**config.mk**
```make
export PLATFORM = sky130hd
export DESIGN_NAME = phase_sequencer
export DESIGN_NICKNAME = d
export VERILOG_FILES = /design/src/rtl/phase_sequencer.sv
export SDC_FILE = /design/constraint.sdc
export NUM_CORES = 1
export LEC_CHECK = 0
export CELL_PAD_IN_SITES_DETAIL_PLACEMENT = 0
export CELL_PAD_IN_SITES_GLOBAL_PLACEMENT = 2
export CORE_MARGIN = 2
export CORE_UTILIZATION = 32
export DETAILED_ROUTE_END_ITERATION = 16
export HOLD_SLACK_MARGIN = 0.02
export PLACE_DENSITY = 0.87
export SYNTH_ARGS = -nofsm -noshare
export SYNTH_HDL_FRONTEND = slang
export SYNTH_SLANG_ARGS = --single-unit
```
**constraint.sdc**
```tcl
create_clock -name clk -period 2.3 [get_ports clk]
set_input_delay 0.345 -clock clk [delete_from_list [all_inputs] [get_ports clk]]
set_output_delay 0.345 -clock clk [all_outputs]
set_load 0.02 [all_outputs]
```
**src/rtl/phase_sequencer.sv**
```systemverilog
// Variable-latency instruction phase controller: steps fetch/decode/execute,
// waits on divider and memory handshakes with a timeout, then writes back.
module phase_sequencer #(
  parameter int unsigned TIMEOUT = 32,
  parameter int unsigned CNT_W   = 6
) (
  input  logic       clk,
  input  logic       rst,
  input  logic       is_div,
  input  logic       is_mem,
  input  logic       div_done,
  input  logic       mem_ready,
  output logic       stall,
  output logic       reg_write_stall,
  output logic       mem_stall,
  output logic       div_start,
  output logic [2:0] phase,
  output logic       timeout_err
);

  localparam logic [CNT_W-1:0] CNT_LAST = CNT_W'(TIMEOUT - 1);
  localparam logic [CNT_W-1:0] CNT_ONE  = CNT_W'(1);

  typedef enum logic [2:0] {
    S_FETCH  = 3'd0,
    S_DECODE = 3'd1,
    S_EXEC   = 3'd2,
    S_DIV    = 3'd3,
    S_MEM    = 3'd4,
    S_WB     = 3'd5
  } state_t;

  // Held as a plain vector so the illegal encodings 6 and 7 stay representable.
  logic [2:0]       state_q;
  state_t           state_d;
  logic [CNT_W-1:0] cnt_q, cnt_d;
  logic             div_q, div_d;
  logic             mem_q, mem_d;
  logic             terr_q, terr_d;

  // State, wait counter, decoded instruction class and sticky timeout flag.
  always_ff @(posedge clk) begin
    if (rst) begin
      state_q <= S_FETCH;
      cnt_q   <= '0;
      div_q   <= 1'b0;
      mem_q   <= 1'b0;
      terr_q  <= 1'b0;
    end else begin
      state_q <= state_d;
      cnt_q   <= cnt_d;
      div_q   <= div_d;
      mem_q   <= mem_d;
      terr_q  <= terr_d;
    end
  end

  // Next-state logic and enable decode of the registered state.
  always_comb begin
    state_d         = S_FETCH;
    cnt_d           = cnt_q;
    div_d           = div_q;
    mem_d           = mem_q;
    terr_d          = terr_q;
    stall           = 1'b1;
    reg_write_stall = 1'b1;
    mem_stall       = 1'b1;
    div_start       = 1'b0;

    case (state_q)
      S_FETCH: begin
        stall   = 1'b0;
        state_d = S_DECODE;
      end
      S_DECODE: begin
        div_d   = is_div;
        mem_d   = is_mem & ~is_div;
        state_d = S_EXEC;
      end
      S_EXEC: begin
        cnt_d = '0;
        if (div_q)      state_d = S_DIV;
        else if (mem_q) state_d = S_MEM;
        else            state_d = S_WB;
      end
      S_DIV: begin
        div_start = (cnt_q == '0);
        // A done seen on the launch cycle belongs to a previous operation.
        if ((cnt_q != '0) && div_done) begin
          state_d = S_WB;
        end else if (cnt_q == CNT_LAST) begin
          terr_d  = 1'b1;
          state_d = S_FETCH;
        end else begin
          cnt_d   = cnt_q + CNT_ONE;
          state_d = S_DIV;
        end
      end
      S_MEM: begin
        mem_stall = 1'b0;
        if (mem_ready) begin
          state_d = S_WB;
        end else if (cnt_q == CNT_LAST) begin
          terr_d  = 1'b1;
          state_d = S_FETCH;
        end else begin
          cnt_d   = cnt_q + CNT_ONE;
          state_d = S_MEM;
        end
      end
      S_WB: begin
        reg_write_stall = 1'b0;
        state_d         = S_FETCH;
      end
      default: state_d = S_FETCH;
    endcase

    if (rst) begin
      stall           = 1'b1;
      reg_write_stall = 1'b1;
      mem_stall       = 1'b1;
      div_start       = 1'b0;
    end
  end

  assign phase       = rst ? 3'd0 : state_q;
  assign timeout_err = terr_q & ~rst;

endmodule

```
### Word-level counts from Yosys, hierarchy flattened

Cells that the tools add are included.

* register bits: 12
* input port bits: 6
* output and inout bits: 8
* logic and storage cells: 50

* $add $sub $neg: 1
* equality and inequality tests: 8
* multiplexer cells: 24
* bitwise gates (word level): 4
* reduce and logical (&&, ||, !) cells: 8

Operators by type and width (count)
* $mux 6: 3
* $pmux 6 s3: 1
* $mux 3: 5
* $pmux 3 s5: 1
* $mux 1: 12
* $add 6x1->6 const B: 1
* $eq 3x2->1 const B: 2
* $eq 3x3->1 const B: 2
* $eq 6x5->1 const B: 1
* $logic_not 6->1: 1
* $reduce_and 3->1: 2
* $reduce_bool 6->1: 1
* $ne 2x2->1 const B: 2
* $eq 3x1->1 const B: 1
* $logic_not 3->1: 1
* $reduce_bool 3->1: 1
* $and 1x1->1: 2
* $mux 2: 1
* $not 1->1: 2
* $pmux 1 s2: 1
* $reduce_bool 2->1: 1
* $logic_and 1x1->1: 1

### Depth between registers and ports, before layout

Gate-level depths: netlist of the first run.

* word-level depth: 4
* mapped depth: 6

### Worst setup path before layout of the first run

OpenSTA, ideal clock, no wires.

* kind: in2out
* start: in rst
* end: out div_start
* data arrival time: 1.260 ns
* data required time: 1.955 ns
* setup slack: 0.695 ns
* cell stages on the path: 4
* buffers on the path: 1
* cells stage by stage: clkbuf_1 > nor2_1 > nand3_1 > nor3_1

* word-level cells in the longest chain between the ends: 1

RTL lines
* start, declared: RTL line 8 `input logic rst,`
* $mux 1: RTL line 118 `if (rst) begin`
* end, declared: RTL line 16 `output logic div_start,`

No other way between the ends.

### Worst setup path in the final report of the first run

* start: reg state_q[1]
* end: out phase[1]

* word-level cells in the longest chain between the ends: 1

RTL lines
* start, declared: RTL line 34 `logic [2:0] state_q;`
* start signal, assigned: RTL line 50 `state_q <= state_d;`
* $mux 3: RTL line 126 `assign phase = rst ? 3'd0 : state_q;`
* end, declared: RTL line 17 `output logic [2:0] phase,`

No other way between the ends.

==> flow_summary.toml, run 1 <==
[final_layout]
fin_nets = 124
final_area_um2 = 1020
instances_no_fill = 144
multi_input_area_um2 = 544
antenna_cells = 0
ff_latch_area_um2 = 240
drive_gt1_frac = 0.175
fillers = 258
area_growth_pct = 24.0

[yosys]
yosys.area.top_type_share = 0.291
synthCells = 99
synth-seq-cells = 12
synth_largest_area_cell = "dfxtp_1"
syn-mean-instance-area_um2 = 8.33
syn_area_um2 = 825
synth-async-reset-ratio = 0
yosysUniqueCellTypes = 39
syn_nets = 107
yosys-top-cells-area = "dfxtp_1 29%, a31oi_1 6.1%, nand2b_1 4.6%"
ys.flop_type = "dfxtp_1"
seq_area_frac_synth = 0.291
synth_edf_count = 0
synth_warnings = 0
yosysMostFrequentCell = "dfxtp_1"
synthTopCellsByCount = "12 x dfxtp_1, 8 x a31oi_1, 7 x nor2_1"

[cts]
cts.sinks = 12
postCtsSetupRepairBufs = 0
clk_pin_slew_worst_paths_ns = 0.08
cts_buffer_depth = 2
cts_tree = "built"
htree_levels = 1
cts_resized = 0
cts_root_buf = "clkbuf_4"
ctsHoldBuffers = 0
worstSkewPairLatency_ns = 0.27
cts_buffers = 3

[sta]
rsz0062_at_grt = "no"
hold_slack_ns = 0.485
setup_viol = 0
final.setup.tns_ns = 0
finalMaxSlewViolations = 0
tightestPinTransition_ns = 0.484
clock.fmax_mhz = 457
fin_crit_ns = 2.19
hold_violations = 0
fin_worst_skew_ns = 0.00112
max_slew_margin = 0.677
fin_crit_sh = 0.951

[route]
avgRoutedWirePerCell_um = 13.4
drc = 0
antenna_left = 0
drt_wl_total_mm = 1.93
avgViaCountPerCell = 5.35
drtIter0Drc = 4
via_count = 770
firstDrtPassIters = 4

[setup_path]
slowest_stage = "dfxtp_1"
crit_required_ns = 1.96
path_cells = "inv_1 -> nor2_1 -> clkdlybuf4s50_1"
crit_family = "buffers and inverters"
crit_arrival_ns = 1.84
worstPathMaxFanout = 14
path_buf_inv = 2
startpoint_type = "flip-flop"
end_kind = "output port"
cp_slowest_stage_delay_ns = 0.63
criticalPathCategory = "flip-flop to output port"

[placed_design]
hpwl_mm = 1.45
place_congestion = 0.750
place_area_um2 = 997
dp_cells = 141
port_buffers = 13

[pwr]
switchingPower_uw = 164
power.internal_uw = 349
netSwitchingFraction = 0.320
powerDensity_nw_per_um2 = 502
vdd_drop_max_mv = 0.298
seqPwrFrac = 0.461
p_comb_frac = 0.280
p_clk_frac = 0.260
leakage_nw = 0.381

[die]
io_pins = 14
initial_core_util = 0.336
core_area_um2 = 2450
fp.dieW_um = 54.8
die_h_um = 54.8
rows = 18
dieArea_um2 = 3000

[min_path]
hp-class = "flip-flop to flip-flop"

[global_route]
antenna_found_initial = 0
grt_max_degree = 15
grt-ovfl-total = 0
grt_pass1_wl_mm = 3.18
grt_pass1_vias = 704
grt_use_total = 0.150

[outcome]
outcome = "completed"

[job]
cap_violations = 0
==> flip-flops by register name, indices dropped and copies added, names as in the netlist <==
register,cells
state_q,3
mem_q,1
div_q,1
cnt_q,6
terr_q,1
==> cells by family (layout without fill, tap and decap cells) <==
group | Yosys count | in the layout | synth area share
AND/OR/NAND/NOR | 45 | 45 | 0.346
buffers and inverters | 10 | 25 | 0.0486
multiplexers | 1 | 1 | 0.0121
flip-flops | 12 | 12 | 0.291
AO/OA/AOI/OAI | 29 | 29 | 0.272
adder cells (fa/ha/maj) | 2 | 2 | 0.0303
==> power groups by stage <==
stage | Sequential [mW] | Clock [mW] | Combinational [mW]
after floorplan | 0.230 | 0 | 0.105
after global placement | 0.241 | 0 | 0.145
after detailed placement | 0.241 | 0 | 0.144
after CTS | 0.236 | 0.139 | 0.145
after global routing | 0.239 | 0.147 | 0.158
final | 0.236 | 0.133 | 0.143
==> final timing paths <==
kind                         start  slack, ns  cells after the start                    end
min             mem_q$_SDFFE_PP0P_       0.49                      2     mem_q$_SDFFE_PP0P_
min reg2reg     mem_q$_SDFFE_PP0P_       0.49                      2     mem_q$_SDFFE_PP0P_
max reg2reg  state_q[2]$_SDFF_PP0_       0.56                      4  cnt_q[4]$_SDFFE_PP0P_
max          state_q[1]$_SDFF_PP0_       0.11                      3               phase[1]
==> per-layer routing <==
layer / share of wire / global-route usage / up-vias
met3: 0.044 / 0.0574 / 2
met5: 0 / 0 / -
met2: 0.45 / 0.236 / 15
li1: - / - / 400
met1: 0.50 / 0.196 / 353
met4: 0.0078 / 0.0250 / 0
==> metrics by stage <==
step / power (mW) / worst slack, ns / utilization
6_report: 0.513 / 0.112 / 0.416
4_1_cts: 0.520 / 0.0328 / 0.415
5_1_grt: 0.544 / 0.0545 / 0.416
2_1_floorplan: 0.335 / 0.695 / -
3_5_place_dp: 0.385 / 0.135 / 0.406
3_3_place_gp: 0.386 / 0.131 / 0.406
==> final cells by class <==
type / instances / area share
clock buffer: 3 / 0.0220
inverter: 6 / 0.0220
multi-input combinational: 77 / 0.532
sequential: 12 / 0.235
tap: 30 / 0.0367
timing repair buffer: 16 / 0.152
==> placed cells by master (no fill, tap or decap), types with 3 or more instances in the layout <==
cell type / netlist / layout
clkdlybuf4s50_1: 0 / 12
buf_4: 0 / 3
clkbuf_4: 0 / 3
nor2_1: 7 / 7
a31oi_1: 8 / 8
nand3_1: 4 / 4
a21oi_1: 5 / 5
o21ai_0: 3 / 3
dfxtp_1: 12 / 12
and3_1: 3 / 3
nand2b_1: 6 / 6
nor2b_1: 3 / 3
inv_1: 6 / 6
nand2_1: 6 / 6
==> worst register-to-register path: cells and delay by family, from the launching register on <==
kind | cells | cell delay (ns)
AND/OR/NAND/NOR | 2 | 0.71
flip-flops | 1 | 0.53
AO/OA/AOI/OAI | 2 | 0.45
No activity file was read; power rests on OpenSTA's default activity.
==> inputs of run 2 (changes only) <==
--- a/config.mk
+++ b/config.mk
@@ -5,13 +5,14 @@
 export SDC_FILE = /design/constraint.sdc
 export NUM_CORES = 1
 export LEC_CHECK = 0
+export ABC_AREA = 1
 export CELL_PAD_IN_SITES_DETAIL_PLACEMENT = 0
 export CELL_PAD_IN_SITES_GLOBAL_PLACEMENT = 2
 export CORE_MARGIN = 2
-export CORE_UTILIZATION = 32
+export CORE_UTILIZATION = 29
 export DETAILED_ROUTE_END_ITERATION = 16
 export HOLD_SLACK_MARGIN = 0.02
-export PLACE_DENSITY = 0.87
+export PLACE_DENSITY = 0.88
 export SYNTH_ARGS = -nofsm -noshare
 export SYNTH_HDL_FRONTEND = slang
 export SYNTH_SLANG_ARGS = --single-unit
==> flow_summary.toml, run 2 <==
[pwr]
netSwitchingFraction = 0.430
seqPwrFrac = 0.337
leakage_nw = 0.425
powerDensity_nw_per_um2 = 875
power_uw = 887
switchingPower_uw = 382
vdd_drop_max_mv = 0.479
power.internal_uw = 506
p_comb_frac = 0.472
p_clk_frac = 0.191

[global_route]
antenna_found_initial = 0
grt_max_degree = 9
grt-ovfl-total = 0
grt_pass1_vias = 718
grt_pass1_wl_mm = 3.05
grt_use_total = 0.124

[setup_path]
startpoint_type = "primary input"
crit_arrival_ns = 1.75
crit_required_ns = 1.96
slowest_stage = "clkdlybuf4s50_1"
crit_top_cell = "clkdlybuf4s50_1"
cp_slowest_stage_delay_ns = 0.60
criticalPathCategory = "primary input to output port"
end_kind = "output port"
path_cells = "clkdlybuf4s50_1 -> inv_1 -> nand3_1 -> clkdlybuf4s50_1"
worstPathMaxFanout = 7

[final_layout]
drive_gt1_frac = 0.127
fillers = 298
antenna_cells = 0
layout_commonest_cell = "nand2_1"
largest_reg_flops = 6
instances_no_fill = 173
final_cell_mix = "34 x nand2_1, 18 x nor2_1, 15 x inv_1"
area_growth_pct = 26.8
reg_top3 = "cnt_q (6), state_q (3)"
finish.utilization = 0.377
ff_latch_area_um2 = 240
fin_nets = 151
multi_input_area_um2 = 490
regMostFlops = "cnt_q"

[route]
antenna_left = 0
firstDrtPassIters = 4
drc = 0
avgViaCountPerCell = 4.66
drt_wl_total_mm = 1.80
via_count = 806
drtIter0Drc = 14
avgRoutedWirePerCell_um = 10.4

[placed_design]
port_buffers = 13
hpwl_mm = 1.43
place_congestion = 0.771
dp_cells = 169

[yosys]
yosys.area.top_type_share = 0.300
seq_area_frac_synth = 0.300
synthCells = 125
synth_largest_area_cell = "dfxtp_1"
ys.flop_type = "dfxtp_1"
syn_nets = 133
yosys-top-cells-area = "dfxtp_1 30%, nand2_1 16%, nor2_1 8.5%"
synthTopCellsByCount = "34 x nand2_1, 18 x nor2_1, 15 x inv_1"
syn_area_um2 = 800
synth-async-reset-ratio = 0
yosysMostFrequentCell = "nand2_1"
synth_warnings = 0
syn-mean-instance-area_um2 = 6.40
yosysUniqueCellTypes = 24
synth_edf_count = 0
synth-seq-cells = 12

[cts]
cts_buffers = 3
cts_buffer_depth = 2
cts.sinks = 12
cts_root_buf = "clkbuf_4"
postCtsSetupRepairBufs = 0
worstSkewPairLatency_ns = 0.27
htree_levels = 1
cts_tree = "built"
clk_pin_slew_worst_paths_ns = 0.08

[sta]
fin_worst_skew_ns = 0.00534
fin_crit_ns = 2.10
tightestPinTransition_ns = 0.256
hold_violations = 0
finalMaxSlewViolations = 0
clock.fmax_mhz = 477
fin_crit_sh = 0.911
setup_viol = 0
hold_slack_ns = 0.463
rsz0062_at_grt = "no"
max_slew_margin = 0.829
final.setup.tns_ns = 0

[die]
dieArea_um2 = 3190
fp.dieW_um = 56.5
die_h_um = 56.5
core_area_um2 = 2690
rows = 19
initial_core_util = 0.298
io_pins = 14

[job]
cap_violations = 0

[min_path]
hp-class = "flip-flop to flip-flop"

[outcome]
outcome = "completed"
==> run 2: final cells by class <==
type | instances | area share
Sequential cell | 12 | 0.237
Timing Repair Buffer | 15 | 0.146
Inverter | 16 | 0.0593
Multi-Input combinational cell | 95 | 0.484
Tap cell | 31 | 0.0383
Clock buffer | 4 | 0.0358
==> run 2: power by group through the flow <==
stage	logic, mW	clock network, mW	registers [mW]
6_report	0.418	0.170	0.299
5_1_grt	0.472	0.192	0.306
4_1_cts	0.427	0.177	0.299
2_1_floorplan	0.309	0	0.293
3_3_place_gp	0.429	0	0.304
3_5_place_dp	0.424	0	0.304
==> run 2: worst max-delay path: cells and delay by family <==
family / cells / cell delay (ns)
buffers and inverters: 3 / 1.31
AND/OR/NAND/NOR: 1 / 0.09
==> run 2: logic make-up after synthesis <==
logic type | count (synthesis) | synth area share
and+or+nand+nor | 77 | 0.465
buffers and inverters | 18 | 0.0861
AOI/OAI and AO/OA | 15 | 0.106
DFF | 12 | 0.300
adders and majority gates | 2 | 0.0313
xor gates and xnor gates | 1 | 0.0110
==> run 2: worst paths after layout <==
| check | from | to | slack, ns | cells past startpoint |
|---|---|---|---|---|
| worst max register to register | cnt_q[0]$_SDFFE_PP0P_ | cnt_q[5]$_SDFFE_PP0P_ | 0.82 | 8 |
| worst max-delay path | rst | stall | 0.20 | 4 |
| worst min-delay path | terr_q$_SDFFE_PP0P_ | terr_q$_SDFFE_PP0P_ | 0.46 | 2 |
| worst min register to register | terr_q$_SDFFE_PP0P_ | terr_q$_SDFFE_PP0P_ | 0.46 | 2 |
==> run 2: timing repair <==
action	in CTS	in global routing
resized for setup	0	1
setup endpoints to repair	0	1
hold buffers	0	0
==> run 2: routing by layer <==
metal / wire length (um) / vias up / GRT usage
met1: 870 / 362 / 0.154
met4: 13 / 0 / 0.0612
met2: 864 / 11 / 0.204
met3: 50 / 2 / 0.0230
met5: 0 / - / 0
li1: - / 431 / -
==> run 2: per-stage QoR <==
stage,area [um^2],worst slack [ns]
after global placement,975,0.199
final,1010,0.204
after floorplan,800,0.775
after detailed placement,975,0.177
after global routing,1010,0.0866
after CTS,1010,0.0737
